$ cat src/rtl/dmem_arbiter_if.sv
// Bundle of the two requester ports and the single-port RAM port shared by dmem_arbiter.
// With DMEM_ARB_LOCK_EN defined, port 1 also carries p1_lock.
interface dmem_arbiter_if #(
  parameter int ADDR_W = 6,
  parameter int DATA_W = 32
);
  logic              p0_req;
  logic              p0_we;
  logic [ADDR_W-1:0] p0_addr;
  logic [DATA_W-1:0] p0_wdata;
  logic              p0_gnt;
  logic              p0_stall;
  logic              p0_rvalid;
  logic [DATA_W-1:0] p0_rdata;

  logic              p1_req;
  logic              p1_we;
  logic [ADDR_W-1:0] p1_addr;
  logic [DATA_W-1:0] p1_wdata;
  logic              p1_gnt;
  logic              p1_stall;
  logic              p1_rvalid;
  logic [DATA_W-1:0] p1_rdata;
`ifdef DMEM_ARB_LOCK_EN
  logic              p1_lock;
`endif

  logic              mem_we;
  logic [ADDR_W-1:0] mem_addr;
  logic [DATA_W-1:0] mem_wdata;
  logic [DATA_W-1:0] mem_rdata;

  // Arbiter side.
  modport slave (
    input  p0_req, p0_we, p0_addr, p0_wdata,
    output p0_gnt, p0_stall, p0_rvalid, p0_rdata,
    input  p1_req, p1_we, p1_addr, p1_wdata,
    output p1_gnt, p1_stall, p1_rvalid, p1_rdata,
`ifdef DMEM_ARB_LOCK_EN
    input  p1_lock,
`endif
    output mem_we, mem_addr, mem_wdata,
    input  mem_rdata
  );

  // Environment side: both requesters plus the RAM.
  modport master (
    output p0_req, p0_we, p0_addr, p0_wdata,
    input  p0_gnt, p0_stall, p0_rvalid, p0_rdata,
    output p1_req, p1_we, p1_addr, p1_wdata,
    input  p1_gnt, p1_stall, p1_rvalid, p1_rdata,
`ifdef DMEM_ARB_LOCK_EN
    output p1_lock,
`endif
    input  mem_we, mem_addr, mem_wdata,
    output mem_rdata
  );
endinterface

$ cat src/rtl/dmem_arbiter.sv
// Round-robin arbiter sharing one single-port data RAM between the CPU (port 0) and a DMA/debug loader (port 1).
// Optional DMEM_ARB_LOCK_EN adds p1_lock, letting port 1 hold the RAM across consecutive accesses.
module dmem_arbiter #(
  parameter int ADDR_W = 6,
  parameter int DATA_W = 32
) (
  input  logic          clk,
  input  logic          areset,
  dmem_arbiter_if.slave bus
);
  logic              r_prio;
  logic              r_p0_rvalid;
  logic              r_p1_rvalid;
  logic [DATA_W-1:0] r_p0_rdata;
  logic [DATA_W-1:0] r_p1_rdata;

  logic              w_p0_gnt;
  logic              w_p1_gnt;
  logic              w_lock_hold;
  logic              w_mem_we;
  logic [ADDR_W-1:0] w_mem_addr;
  logic [DATA_W-1:0] w_mem_wdata;

`ifdef DMEM_ARB_LOCK_EN
  logic r_locked;
  assign w_lock_hold = r_locked & bus.p1_lock;
`else
  assign w_lock_hold = 1'b0;
`endif

  always_comb begin
    // NOTE: defaults first so every path assigns both grants and no latch is inferred.
    w_p0_gnt = 1'b0;
    w_p1_gnt = 1'b0;
    if (areset) begin
      if (w_lock_hold) begin
        w_p1_gnt = bus.p1_req;
      end else if (bus.p0_req && bus.p1_req) begin
        w_p0_gnt = ~r_prio;
        w_p1_gnt = r_prio;
      end else begin
        w_p0_gnt = bus.p0_req;
        w_p1_gnt = bus.p1_req;
      end
    end
  end

  always_comb begin
    w_mem_we    = 1'b0;
    w_mem_addr  = '0;
    w_mem_wdata = '0;
    if (w_p0_gnt) begin
      w_mem_we    = bus.p0_we;
      w_mem_addr  = bus.p0_addr;
      w_mem_wdata = bus.p0_wdata;
    end else if (w_p1_gnt) begin
      w_mem_we    = bus.p1_we;
      w_mem_addr  = bus.p1_addr;
      w_mem_wdata = bus.p1_wdata;
    end
  end

  always_ff @(posedge clk) begin
    if (!areset) begin
      r_prio      <= 1'b0;
      r_p0_rvalid <= 1'b0;
      r_p1_rvalid <= 1'b0;
      r_p0_rdata  <= '0;
      r_p1_rdata  <= '0;
`ifdef DMEM_ARB_LOCK_EN
      r_locked    <= 1'b0;
`endif
    end else begin
      // NOTE: non-blocking so every register samples pre-edge values; the lock-release prio override below wins as the later assignment.
      if (w_p0_gnt) begin
        r_prio <= 1'b1;
      end else if (w_p1_gnt) begin
        r_prio <= 1'b0;
      end
      r_p0_rvalid <= w_p0_gnt & ~bus.p0_we;
      r_p1_rvalid <= w_p1_gnt & ~bus.p1_we;
      if (w_p0_gnt && !bus.p0_we) r_p0_rdata <= bus.mem_rdata;
      if (w_p1_gnt && !bus.p1_we) r_p1_rdata <= bus.mem_rdata;
`ifdef DMEM_ARB_LOCK_EN
      if (r_locked && !bus.p1_lock) begin
        r_locked <= 1'b0;
        r_prio   <= 1'b0;
      end else if (w_p1_gnt && bus.p1_lock) begin
        r_locked <= 1'b1;
      end
`endif
    end
  end

  assign bus.p0_gnt    = w_p0_gnt;
  assign bus.p1_gnt    = w_p1_gnt;
  assign bus.p0_stall  = bus.p0_req & ~w_p0_gnt;
  assign bus.p1_stall  = bus.p1_req & ~w_p1_gnt;
  // A response already registered when reset arrives is hidden for the reset cycle.
  assign bus.p0_rvalid = r_p0_rvalid & areset;
  assign bus.p1_rvalid = r_p1_rvalid & areset;
  assign bus.p0_rdata  = r_p0_rdata;
  assign bus.p1_rdata  = r_p1_rdata;
  assign bus.mem_we    = w_mem_we;
  assign bus.mem_addr  = w_mem_addr;
  assign bus.mem_wdata = w_mem_wdata;
endmodule

$ cat src/flat_wrapper.sv
// flat-port wrapper written by rule: the top's interface ports become plain ports
module dmem_arbiter_flat 
#(
  parameter int ADDR_W = 6,
  parameter int DATA_W = 32
)
  (clk, areset, bus_p0_req, bus_p0_we, bus_p0_addr, bus_p0_wdata, bus_p0_gnt, bus_p0_stall, bus_p0_rvalid, bus_p0_rdata, bus_p1_req, bus_p1_we, bus_p1_addr, bus_p1_wdata, bus_p1_gnt, bus_p1_stall, bus_p1_rvalid, bus_p1_rdata, bus_mem_we, bus_mem_addr, bus_mem_wdata, bus_mem_rdata);
  dmem_arbiter_if #(.ADDR_W(ADDR_W), .DATA_W(DATA_W)) bus_i ();
  input  logic clk;
  input  logic areset;
  input wire logic [$bits(bus_i.p0_req)-1:0] bus_p0_req;
  input wire logic [$bits(bus_i.p0_we)-1:0] bus_p0_we;
  input wire logic [$bits(bus_i.p0_addr)-1:0] bus_p0_addr;
  input wire logic [$bits(bus_i.p0_wdata)-1:0] bus_p0_wdata;
  output wire logic [$bits(bus_i.p0_gnt)-1:0] bus_p0_gnt;
  output wire logic [$bits(bus_i.p0_stall)-1:0] bus_p0_stall;
  output wire logic [$bits(bus_i.p0_rvalid)-1:0] bus_p0_rvalid;
  output wire logic [$bits(bus_i.p0_rdata)-1:0] bus_p0_rdata;
  input wire logic [$bits(bus_i.p1_req)-1:0] bus_p1_req;
  input wire logic [$bits(bus_i.p1_we)-1:0] bus_p1_we;
  input wire logic [$bits(bus_i.p1_addr)-1:0] bus_p1_addr;
  input wire logic [$bits(bus_i.p1_wdata)-1:0] bus_p1_wdata;
  output wire logic [$bits(bus_i.p1_gnt)-1:0] bus_p1_gnt;
  output wire logic [$bits(bus_i.p1_stall)-1:0] bus_p1_stall;
  output wire logic [$bits(bus_i.p1_rvalid)-1:0] bus_p1_rvalid;
  output wire logic [$bits(bus_i.p1_rdata)-1:0] bus_p1_rdata;
  output wire logic [$bits(bus_i.mem_we)-1:0] bus_mem_we;
  output wire logic [$bits(bus_i.mem_addr)-1:0] bus_mem_addr;
  output wire logic [$bits(bus_i.mem_wdata)-1:0] bus_mem_wdata;
  input wire logic [$bits(bus_i.mem_rdata)-1:0] bus_mem_rdata;
  assign bus_i.p0_req = bus_p0_req;
  assign bus_i.p0_we = bus_p0_we;
  assign bus_i.p0_addr = bus_p0_addr;
  assign bus_i.p0_wdata = bus_p0_wdata;
  assign bus_p0_gnt = bus_i.p0_gnt;
  assign bus_p0_stall = bus_i.p0_stall;
  assign bus_p0_rvalid = bus_i.p0_rvalid;
  assign bus_p0_rdata = bus_i.p0_rdata;
  assign bus_i.p1_req = bus_p1_req;
  assign bus_i.p1_we = bus_p1_we;
  assign bus_i.p1_addr = bus_p1_addr;
  assign bus_i.p1_wdata = bus_p1_wdata;
  assign bus_p1_gnt = bus_i.p1_gnt;
  assign bus_p1_stall = bus_i.p1_stall;
  assign bus_p1_rvalid = bus_i.p1_rvalid;
  assign bus_p1_rdata = bus_i.p1_rdata;
  assign bus_mem_we = bus_i.mem_we;
  assign bus_mem_addr = bus_i.mem_addr;
  assign bus_mem_wdata = bus_i.mem_wdata;
  assign bus_i.mem_rdata = bus_mem_rdata;
  dmem_arbiter #(.ADDR_W(ADDR_W), .DATA_W(DATA_W)) u_core (.clk(clk), .areset(areset), .bus(bus_i));
endmodule
$ cat config.mk
export PLATFORM = sky130hd
export DESIGN_NAME = dmem_arbiter_flat
export DESIGN_NICKNAME = d
export VERILOG_FILES = /design/src/rtl/dmem_arbiter_if.sv /design/src/rtl/dmem_arbiter.sv /design/src/flat_wrapper.sv
export SDC_FILE = /design/constraint.sdc
export NUM_CORES = 1
export LEC_CHECK = 0
export BUFFER_PORTS_ARGS = -buffer_cell sky130_fd_sc_hd__buf_4
export CAP_MARGIN = 20
export CORE_UTILIZATION = 40
export CTS_CLUSTER_SIZE = 12
export DETAILED_ROUTE_END_ITERATION = 12
export GPL_ROUTABILITY_DRIVEN = 0
export PLACE_DENSITY = 0.8
export SLEW_MARGIN = 20
export SYNTH_ARGS = -nofsm -noshare
export SYNTH_HDL_FRONTEND = slang
export SYNTH_SLANG_ARGS = --single-unit
$ cat constraint.sdc
create_clock -name clk -period 1.7 [get_ports clk]
set_clock_uncertainty 0.05 [all_clocks]
set_input_delay 0.17 -clock clk [delete_from_list [all_inputs] [get_ports clk]]
set_output_delay 0.17 -clock clk [all_outputs]
set_load 0.03 [all_outputs]
# ---- Yosys cells after proc, flatten, opt, wreduce, memory -nomap -nowiden
# Index checks and enable logic that the tools add are counted.
dict set report classes {
  n_reduce_logical 6
  bitwise 11
  muxes 12
}
# cell count
set ops {}
lappend ops {{32-bit 2-to-1 mux} 2}
lappend ops {{6-bit 2-to-1 mux} 2}
lappend ops {{1-bit 2-to-1 mux} 8}
lappend ops {{1-bit bitwise AND} 6}
lappend ops {{1-bit NOT} 5}
lappend ops {{1-bit logical AND} 3}
lappend ops {{1-bit zero test} 2}
lappend ops {{2-bit nonzero test} 1}
dict set report totals {
  elab_cells 34
  output_inout_bits 109
  in_bits 114
  regBits 67
}

# ---- Logic depth before layout (Yosys ltp)
# Gate-level depths: netlist of run 1.
dict set report logic_depth {
  depth_word 5
  ltp_mapped 5
  mapped_depth_nobuf 3
}

# ---- Worst setup path before layout of run 1
# OpenSTA, ideal clock, no wires.
dict set report synth_path {
  path_kind {reg-to-output}
  start {register u_core.r_prio}
  end {output port bus_mem_wdata[22]}
  required_ns 1.480
  slack_ns 0.151
  path_stages_with_launch 6
  arrival_ns 1.329
  path_cell_list {dfxtp_1 -> nand2b_1 -> and3_1 -> clkbuf_2 -> buf_2 -> a22o_1}
}
dict set report synth_between {
  elab_chain_len 4
  elab_cells_between_ends 7
  cone_classes {mux (6); bitwise (1)}
}
# item line_no
set synth_rtl {}
lappend synth_rtl {{from (decl)} dmem_arbiter.sv:11} ;# logic r_prio;
lappend synth_rtl {{from (signal assigned)} dmem_arbiter.sv:65} ;# r_prio <= 1'b0;
lappend synth_rtl {{from (signal assigned)} dmem_arbiter.sv:76} ;# r_prio <= 1'b1;
lappend synth_rtl {{from (signal assigned)} dmem_arbiter.sv:78} ;# r_prio <= 1'b0;
lappend synth_rtl {{1-bit 2-to-1 mux} dmem_arbiter.sv:38} ;# end else if (bus.p0_req && bus.p1_req) begin
lappend synth_rtl {{1-bit 2-to-1 mux} dmem_arbiter.sv:35} ;# if (areset) begin
lappend synth_rtl {{net bus_p1_gnt} flat_wrapper.sv:23} ;# output wire logic [$bits(bus_i.p1_gnt)-1:0] bus_p1_gnt;
lappend synth_rtl {{32-bit 2-to-1 mux} dmem_arbiter.sv:56} ;# end else if (w_p1_gnt) begin
lappend synth_rtl {{32-bit 2-to-1 mux} dmem_arbiter.sv:52} ;# if (w_p0_gnt) begin
lappend synth_rtl {{to (decl)} flat_wrapper.sv:29} ;# output wire logic [$bits(bus_i.mem_wdata)-1:0] bus_mem_wdata;
# The timed path passes the listed nets, and every way through them passes these cells.

# ---- Worst setup path after layout of run 1
dict set report layout_path {
  start {register u_core.r_prio}
  end {output port bus_mem_wdata[8]}
}
dict set report layout_between {
  elab_chain_len 4
  elab_cells_between_ends 7
  cone_classes {mux (6); bitwise (1)}
}
# item line_no
set layout_rtl {}
lappend layout_rtl {{1-bit 2-to-1 mux / 1-bit NOT (equally long branches)} {dmem_arbiter.sv:38, dmem_arbiter.sv:39}}
lappend layout_rtl {{1-bit 2-to-1 mux, on equally long branches} {dmem_arbiter.sv:35, dmem_arbiter.sv:38}}
lappend layout_rtl {{32-bit 2-to-1 mux / 1-bit 2-to-1 mux (equally long branches)} {dmem_arbiter.sv:56, dmem_arbiter.sv:35}}
lappend layout_rtl {{32-bit 2-to-1 mux (*)} dmem_arbiter.sv:52}
# Mark *: on every way between the ends. The rest lies on a longest branch, timed or not.

==> flow_summary.toml, run 1 <==
[outcome]
status = "finished with violations"
violations = "setup timing"

[sta]
layout_setup_ws_ns = -0.0388
hold_viol = 0
finalSetupTns_ns = -0.690
finalCritPeriodShare = 1.02
timing.fmax_mhz = 575
finalSetupViolations = 39
slew_violations = 0
finalCriticalPeriod_ns = 1.74
tightest_slew_ns = 0.400
timing.slew.headroom = 0.733
rsz0062_at_grt = "yes"
whs_ns = 0.0606

[yosys]
synthCells = 308
synthesis.area_um2 = 2980
synthMuxAreaShare = 0.215
synth_xor_area_frac = 0
avgSynthCellArea_um2 = 9.67
ys_seq_area_frac = 0.450
synth-compound-area-share = 0.121
synth_fp_nets = 422
ys_types = 17
synth_top_family_by_area = "multiplexers"
ys_seq_elements = 67
yosys.area_share.simple = 0.144
synth_fa_ha_area_frac = 0
ys_warn_count = 0

[drt]
vias_per_cell = 4.90
drt_iter0_drc = 58
ant_nets = 0
dr.pass1.iters = 4
wl_per_cell_um = 15.3
drt-total-wl_mm = 9.59
drc = 0
detailroute.via_count = 3064

[worst_hold_path]
min_from = "bus_mem_rdata[28]"
hp-class = "in2reg"

[final_layout]
design_area_um2 = 5100
final_nets = 635
fin_cells = 625
multi_input_area_um2 = 1460
nFillCells = 557
post_route_cells_drive_above_1_share = 0.481
seqCellArea_um2 = 1340
final_cell_mix = "buf_4 (183), nand2_1 (96), dfxtp_1 (66)"
layout_commonest_cell = "buf_4"
num_antenna_cells = 0
utilization = 0.707
area_growth_pct = 71.3

[placed_design]
dp.cells = 606
dp_hpwl_mm = 6.76
portBuffers = 222
dp_slack_ns = 0.223
postPlaceCellArea_um2 = 4670

[power]
p_leak_nw = 2.57
peakVddDrop_v = 0.000551
powerDensity_nw_per_um2 = 769
p_total_mw = 3.92

[clocking]
cts.clk_slew.worst_paths_ns = 0.07
clk_latency_ns = 0.33
clock-sinks = 67
cts_buffer_depth = 2
cts.htree.levels = 3
cts_tree = "built"
root_buffer = "clkbuf_8"
numCtsBuffers = 9

[critical_path]
rrSetupSlack_ns = 0.34
worstReg2RegStart = "u_core.r_prio$_SDFFE_PN0P_"
crit_arrival_ns = 1.52
critPathMaxFanout = 20
crit_type = "reg2out"
end_kind = "primary output"
required_ns = 1.48
critPathLaunch = "u_core.r_prio$_SDFFE_PN0P_"
start_kind = "flop"

[job]
cap_violations = 0

[global_routing]
grt.overflow.total = 0
grt_pass1_wl_mm = 13.6
antenna_found_initial = 0
grt_max_degree = 100
grt_pass1_vias = 2866
grtUsageTotal = 0.228

[die]
die_w_um = 88.3
die_h_um = 88.3
die-area_um2 = 7800
core_area_um2 = 7210
start_util = 0.413
io_pins = 223
row_count = 31
==> registers in the layout, summed over array words and instances, names as in the netlist <==
register,count
u_core.bus.p0_rdata,32
u_core.r_prio,1
u_core.r_p1_rvalid,1
u_core.bus.p1_rdata,32
u_core.r_p0_rvalid,1
==> worst paths after layout <==
| kind | depth (start not counted) | end |
|---|---|---|
| max | 5 | bus_mem_wdata[8] |
| min reg2reg | 2 | u_core.bus.p1_rdata[26]$_SDFFE_PN0P_ |
| min | 3 | u_core.bus.p0_rdata[28]$_SDFFE_PN0P_ |
| max reg2reg | 4 | u_core.bus.p1_rdata[8]$_SDFFE_PN0P_ |
==> power breakdown <==
part	total [mW]	leakage [nW]	switching (mW)	internal, mW
logic	0.982	1.92	0.496	0.486
clock network	1.30	0.0991	0.585	0.710
registers	1.65	0.544	0.0259	1.62
==> final cells by class <==
cell class | count | area share
inverters | 2 | 0.00147
multi-input cells | 211 | 0.285
flip-flops and latches | 67 | 0.263
clock buffers | 11 | 0.0277
well taps | 99 | 0.0243
repair buffers | 230 | 0.388
clock inverters | 5 | 0.0103
==> metal layers <==
metal | vias up | routed length, um | global-route usage
met2 | 128 | 4990 | 0.424
met4 | 0 | 282 | 0.114
li1 | 1488 | - | -
met1 | 1424 | 3590 | 0.238
met3 | 24 | 734 | 0.0550
met5 | - | 0 | 0
==> kinds of logic (layout without fill, tap and decap cells) <==
| group | after synthesis | in the layout |
|---|---|---|
| AO/OA/AOI/OAI | 41 | 41 |
| flip-flops | 67 | 67 |
| multiplexers | 64 | 64 |
| AND/OR/NAND/NOR | 106 | 106 |
| buffers and inverters | 30 | 248 |
==> timing repair <==
item / in CTS / in global routing
setup endpoints to repair: 40 / 40
endpoints found under the hold margin: 0 / 0
hold buffers: 0 / 0
gates cloned: 2 / 0
resized for setup: 45 / 3
setup buffers: 1 / 0
pin swaps: 4 / 3
==> synthesized netlist by cell type (all sizes together) <==
| cell | number | area, um2 |
|---|---|---|
| mux2i | 64 | 641 |
| nand2b | 2 | 12.5 |
| and2 | 3 | 18.8 |
| and4b | 1 | 10.0 |
| dfxtp | 67 | 1340 |
| and3 | 1 | 6.26 |
| clkbuf | 9 | 35.0 |
| a22o | 39 | 342 |
| nand3 | 1 | 10.0 |
| a21boi | 2 | 18.8 |
| nand2 | 96 | 360 |
| buf | 19 | 164 |
| nor2b | 2 | 12.5 |
| inv | 2 | 7.51 |
==> worst max-delay path: stages, from the launching register on <==
cell and delay [ns]:
dfxtp_2 0.33, nand2b_4 0.14, and3_4 0.21, buf_16 0.16, a22o_1 0.21, buf_6 0.14
No activity file was read; power rests on OpenSTA's default activity.
==> run 2, diff against run 1 <==
CORE_AREA = 2 2 87 89   (was default)
CORE_UTILIZATION = default   (was 40)
DIE_AREA = 0 0 89 91   (was default)
PLACE_DENSITY = 0.83   (was 0.8)
clock period = 2 ns   (was 1.7 ns; I/O delays follow)
==> flow_summary.toml, run 2 (same netlist as run 1, synthesis figures left out) <==
[critical_path]
cpPeakStageDelay_ns = 0.34
path_cells = "nand2b_1 -> and3_2 -> clkbuf_16 -> a22o_1 -> buf_4"
critical-path-slowest-cell = "dfxtp_1"
start_kind = "flop"
r2r-end = "u_core.bus.p0_rdata[18]$_SDFFE_PN0P_"
crit_arrival_ns = 1.69
rrSetupSlack_ns = 0.47
r2r_cells = 4
crit_type = "reg2out"
worstReg2RegStart = "u_core.r_prio$_SDFFE_PN0P_"
critPathLaunch = "u_core.r_prio$_SDFFE_PN0P_"
required_ns = 1.75
critPathMaxFanout = 20
end_kind = "primary output"

[sta]
layout_setup_ws_ns = 0.0613
timing.fmax_mhz = 516
slew_violations = 0
finalCriticalPeriod_ns = 1.94
finalSetupViolations = 0
tightest_slew_ns = 0.579
finalCritPeriodShare = 0.969
timing.slew.headroom = 0.614
hold_viol = 0

[final_layout]
layout_commonest_cell = "buf_4"
design_area_um2 = 4850
final_cell_mix = "buf_4 (224), nand2_1 (96), dfxtp_1 (67)"
num_antenna_cells = 0
final_nets = 634
nFillCells = 597
area_growth_pct = 62.9
utilization = 0.680
post_route_cells_drive_above_1_share = 0.469

[global_routing]
grt_pass1_vias = 2844
grtUsageTotal = 0.217
grt_pass1_wl_mm = 13.6
antenna_found_initial = 0
grt.overflow.total = 0
grt_max_degree = 64

[worst_hold_path]
worst_hold_path.num_cells = 3
hp-class = "in2reg"
min_from = "bus_mem_rdata[24]"
hold_end = "u_core.bus.p0_rdata[24]$_SDFFE_PN0P_"

[clocking]
cts_tree = "built"
cts.htree.levels = 3
numCtsBuffers = 9
clock-sinks = 67
cts_buffer_depth = 2
cts.clk_slew.worst_paths_ns = 0.06
clk_latency_ns = 0.33
root_buffer = "clkbuf_8"

[die]
row_count = 31
start_util = 0.417
core_area_um2 = 7140
die_h_um = 91
die_w_um = 89
io_pins = 223
die-area_um2 = 8100

[drt]
drt-total-wl_mm = 9.37
ant_nets = 0
detailroute.via_count = 2983
vias_per_cell = 4.79
dr.pass1.iters = 5
drc = 0
wl_per_cell_um = 15.0
drt_iter0_drc = 144

[outcome]
status = "complete, no violations"

[placed_design]
postPlaceCellArea_um2 = 4670
portBuffers = 222
dp_slack_ns = 0.425
dp_hpwl_mm = 7.11

[job]
cap_violations = 0

[power]
powerDensity_nw_per_um2 = 640
peakVddDrop_v = 0.000479
p_leak_nw = 2.49
-- run 2: cell count changes in the layout (fill, tap and decap cells not counted), sizes merged --
cell      change
clkbuf        +2
clkinvlp      -1
buf           -2
bufinv        -1
-- run 2: worst max-delay path: cells and delay by family (launching register included) --
kind | cells | cell delay (ns)
DFF | 1 | 0.34
AOI/OAI and AO/OA | 1 | 0.20
and+or+nand+nor | 2 | 0.46
buffers and inverters | 2 | 0.36
-- run 2: repair_timing --
item	CTS	global route
resized for setup	0	1
hold buffers	0	0
setup endpoints to repair	0	28
buffers inserted	0	0
-- run 2: final cells by class --
cell class	count	area [um2]	share of cell area
multi-input cells	211	1430	0.295
clock inverters	3	15.0	0.00309
clock buffers	12	145	0.0299
repair buffers	229	1790	0.368
flip-flops and latches	67	1340	0.276
inverters	2	7.51	0.00155
well taps	99	124	0.0255
-- run 2: metrics by stage --
stage               setup TNS (ns)  total power [mW]  std cells  hold slack [ns]
finish                           0              3.11        623           0.0823
global route              -0.00394              3.23        623           0.0835
CTS                              0              3.13        622           0.0707
detailed placement               0              2.19        607            0.399
global placement                 0              2.18        607            0.394
floorplan                        0              1.84        308            0.312
-- run 2: how the worst max path moves through the flow --
stage / cells past startpoint / to / slack [ns]
after floorplan: 5 / bus_mem_wdata[22] / 0.42
after global placement: 5 / u_core.bus.p0_rdata[27]$_SDFFE_PN0P_ / 0.48
after detailed placement: 5 / u_core.bus.p1_rdata[18]$_SDFFE_PN0P_ / 0.42
after CTS: 5 / bus_mem_wdata[21] / 0.06
after global routing: 5 / bus_mem_wdata[18] / -0.004
final: 5 / bus_mem_wdata[18] / 0.06
-- run 2: routing by layer --
metal  vias up  GRT usage  wire, um
li1       1479          -         -
met1      1345      0.218      3280
met2       140      0.386      4830
met3        19     0.0827      1010
met4         0     0.0958       250
met5         -          0         0
-- run 2: power breakdown --
part,switching (mW),leakage (nW),internal [mW]
Clock,0.473,0.0860,0.471
Sequential,0.0230,0.544,1.38
Combinational,0.399,1.86,0.364
==> run 3, diff against run 2 <==
CAP_MARGIN = default   (was 20)
CTS_BUF_LIST = sky130_fd_sc_hd__clkbuf_4 sky130_fd_sc_hd__clkbuf_8 sky130_fd_sc_hd__clkbuf_16   (was default)
==> flow_summary.toml, run 3 (same netlist as run 1, synthesis figures left out) <==
[sta]
tightest_slew_ns = 0.579
finalCriticalPeriod_ns = 1.94
slew_violations = 0
hold_viol = 0
finalSetupTns_ns = 0
whs_ns = 0.0827
timing.fmax_mhz = 516
timing.slew.headroom = 0.614
finalCritPeriodShare = 0.969
finalSetupViolations = 0
layout_setup_ws_ns = 0.0618

[final_layout]
final_cell_mix = "buf_4 (224), nand2_1 (96), dfxtp_1 (67)"
post_route_cells_drive_above_1_share = 0.473
final_nets = 634
area_growth_pct = 63.2
num_antenna_cells = 0
design_area_um2 = 4860
utilization = 0.681
fin_cells = 623
nFillCells = 596
layout_commonest_cell = "buf_4"

[drt]
drc = 0
drt_iter0_drc = 129
detailroute.via_count = 2970
wl_per_cell_um = 15.1
drt-total-wl_mm = 9.38
ant_nets = 0
dr.pass1.iters = 4
vias_per_cell = 4.77

[placed_design]
portBuffers = 222
postPlaceCellArea_um2 = 4670
dp_slack_ns = 0.425
dp.cells = 607
dp_hpwl_mm = 7.11

[global_routing]
grt_max_degree = 64
grtUsageTotal = 0.217
grt.overflow.total = 0
grt_pass1_vias = 2843
grt_pass1_wl_mm = 13.6
antenna_found_initial = 0

[critical_path]
end_kind = "primary output"
r2r_cells = 4
required_ns = 1.75
worstReg2RegStart = "u_core.r_prio$_SDFFE_PN0P_"
critPathBufInv = 2
cpLargestDelayFamily = "simple AND/OR/NAND/NOR gates"
crit_arrival_ns = 1.69
start_kind = "flop"
r2r-end = "u_core.bus.p0_rdata[18]$_SDFFE_PN0P_"
critical-path-slowest-cell = "dfxtp_1"
path_cells = "nand2b_1 -> and3_2 -> clkbuf_16 -> a22o_1 -> buf_4"
rrSetupSlack_ns = 0.47
crit_type = "reg2out"
critPathMaxFanout = 20
cpPeakStageDelay_ns = 0.34

[power]
p_leak_nw = 2.50
powerDensity_nw_per_um2 = 645
p_total_mw = 3.13
peakVddDrop_v = 0.000479

[worst_hold_path]
hp-class = "in2reg"
worst_hold_path.num_cells = 3
hold_end = "u_core.bus.p0_rdata[24]$_SDFFE_PN0P_"
min_from = "bus_mem_rdata[24]"

[die]
die_h_um = 91
core_area_um2 = 7140
die_w_um = 89
io_pins = 223
start_util = 0.417
row_count = 31
die-area_um2 = 8100

[clocking]
cts.clk_slew.worst_paths_ns = 0.06
post-cts-setup-buffer-count = 0
cts.htree.levels = 3
numCtsBuffers = 9
cts_buffer_depth = 2
clock-sinks = 67
root_buffer = "clkbuf_8"
clk_latency_ns = 0.33
cts_tree = "built"

[outcome]
status = "complete, no violations"

[job]
cap_violations = 0
run 3: power breakdown:
part | internal [mW] | total, mW | switching, mW
clock | 0.498 | 0.971 | 0.473
sequential | 1.38 | 1.40 | 0.0230
combinational | 0.364 | 0.764 | 0.399
total | 2.24 | 3.13 | 0.895
run 3: routing by layer:
| metal | track usage | vias to the layer above | routed length [um] |
|---|---|---|---|
| li1 | - | 1480 | - |
| met1 | 0.218 | 1338 | 3290 |
| met2 | 0.386 | 135 | 4840 |
| met3 | 0.0827 | 17 | 1010 |
| met4 | 0.0958 | 0 | 238 |
| met5 | 0 | - | 0 |
run 3: worst max-delay path by stage:
stage                               start                                    to  slack [ns]  cells after the start
6_report       u_core.r_prio$_SDFFE_PN0P_                     bus_mem_wdata[18]        0.06                      5
5_1_grt        u_core.r_prio$_SDFFE_PN0P_                     bus_mem_wdata[18]      -0.004                      5
4_1_cts        u_core.r_prio$_SDFFE_PN0P_                     bus_mem_wdata[21]        0.06                      5
3_5_place_dp                       areset  u_core.bus.p1_rdata[18]$_SDFFE_PN0P_        0.42                      5
3_3_place_gp                   bus_p1_req  u_core.bus.p0_rdata[27]$_SDFFE_PN0P_        0.48                      5
2_1_floorplan  u_core.r_prio$_SDFFE_PN0P_                     bus_mem_wdata[22]        0.42                      5
run 3: worst min-delay path: stages:
cell and delay, ns:
buf_4 0.07, nand2_1 0.05, mux2i_1 0.11
run 3: repair_timing:
item | CTS | global route
endpoints found under the hold margin | 0 | 0
hold buffers | 0 | 0
gates resized for setup | 0 | 1
endpoints found under the setup margin | 0 | 28
run 3: area by class of cell:
class,instances,area [um2],share of cell area
clock inverters,3,15.0,0.00309
repair buffers,229,1790,0.368
clock buffers,12,153,0.0314
multi-input cells,211,1430,0.295
inverters,2,7.51,0.00154
well taps,99,124,0.0255
flip-flops and latches,67,1340,0.276
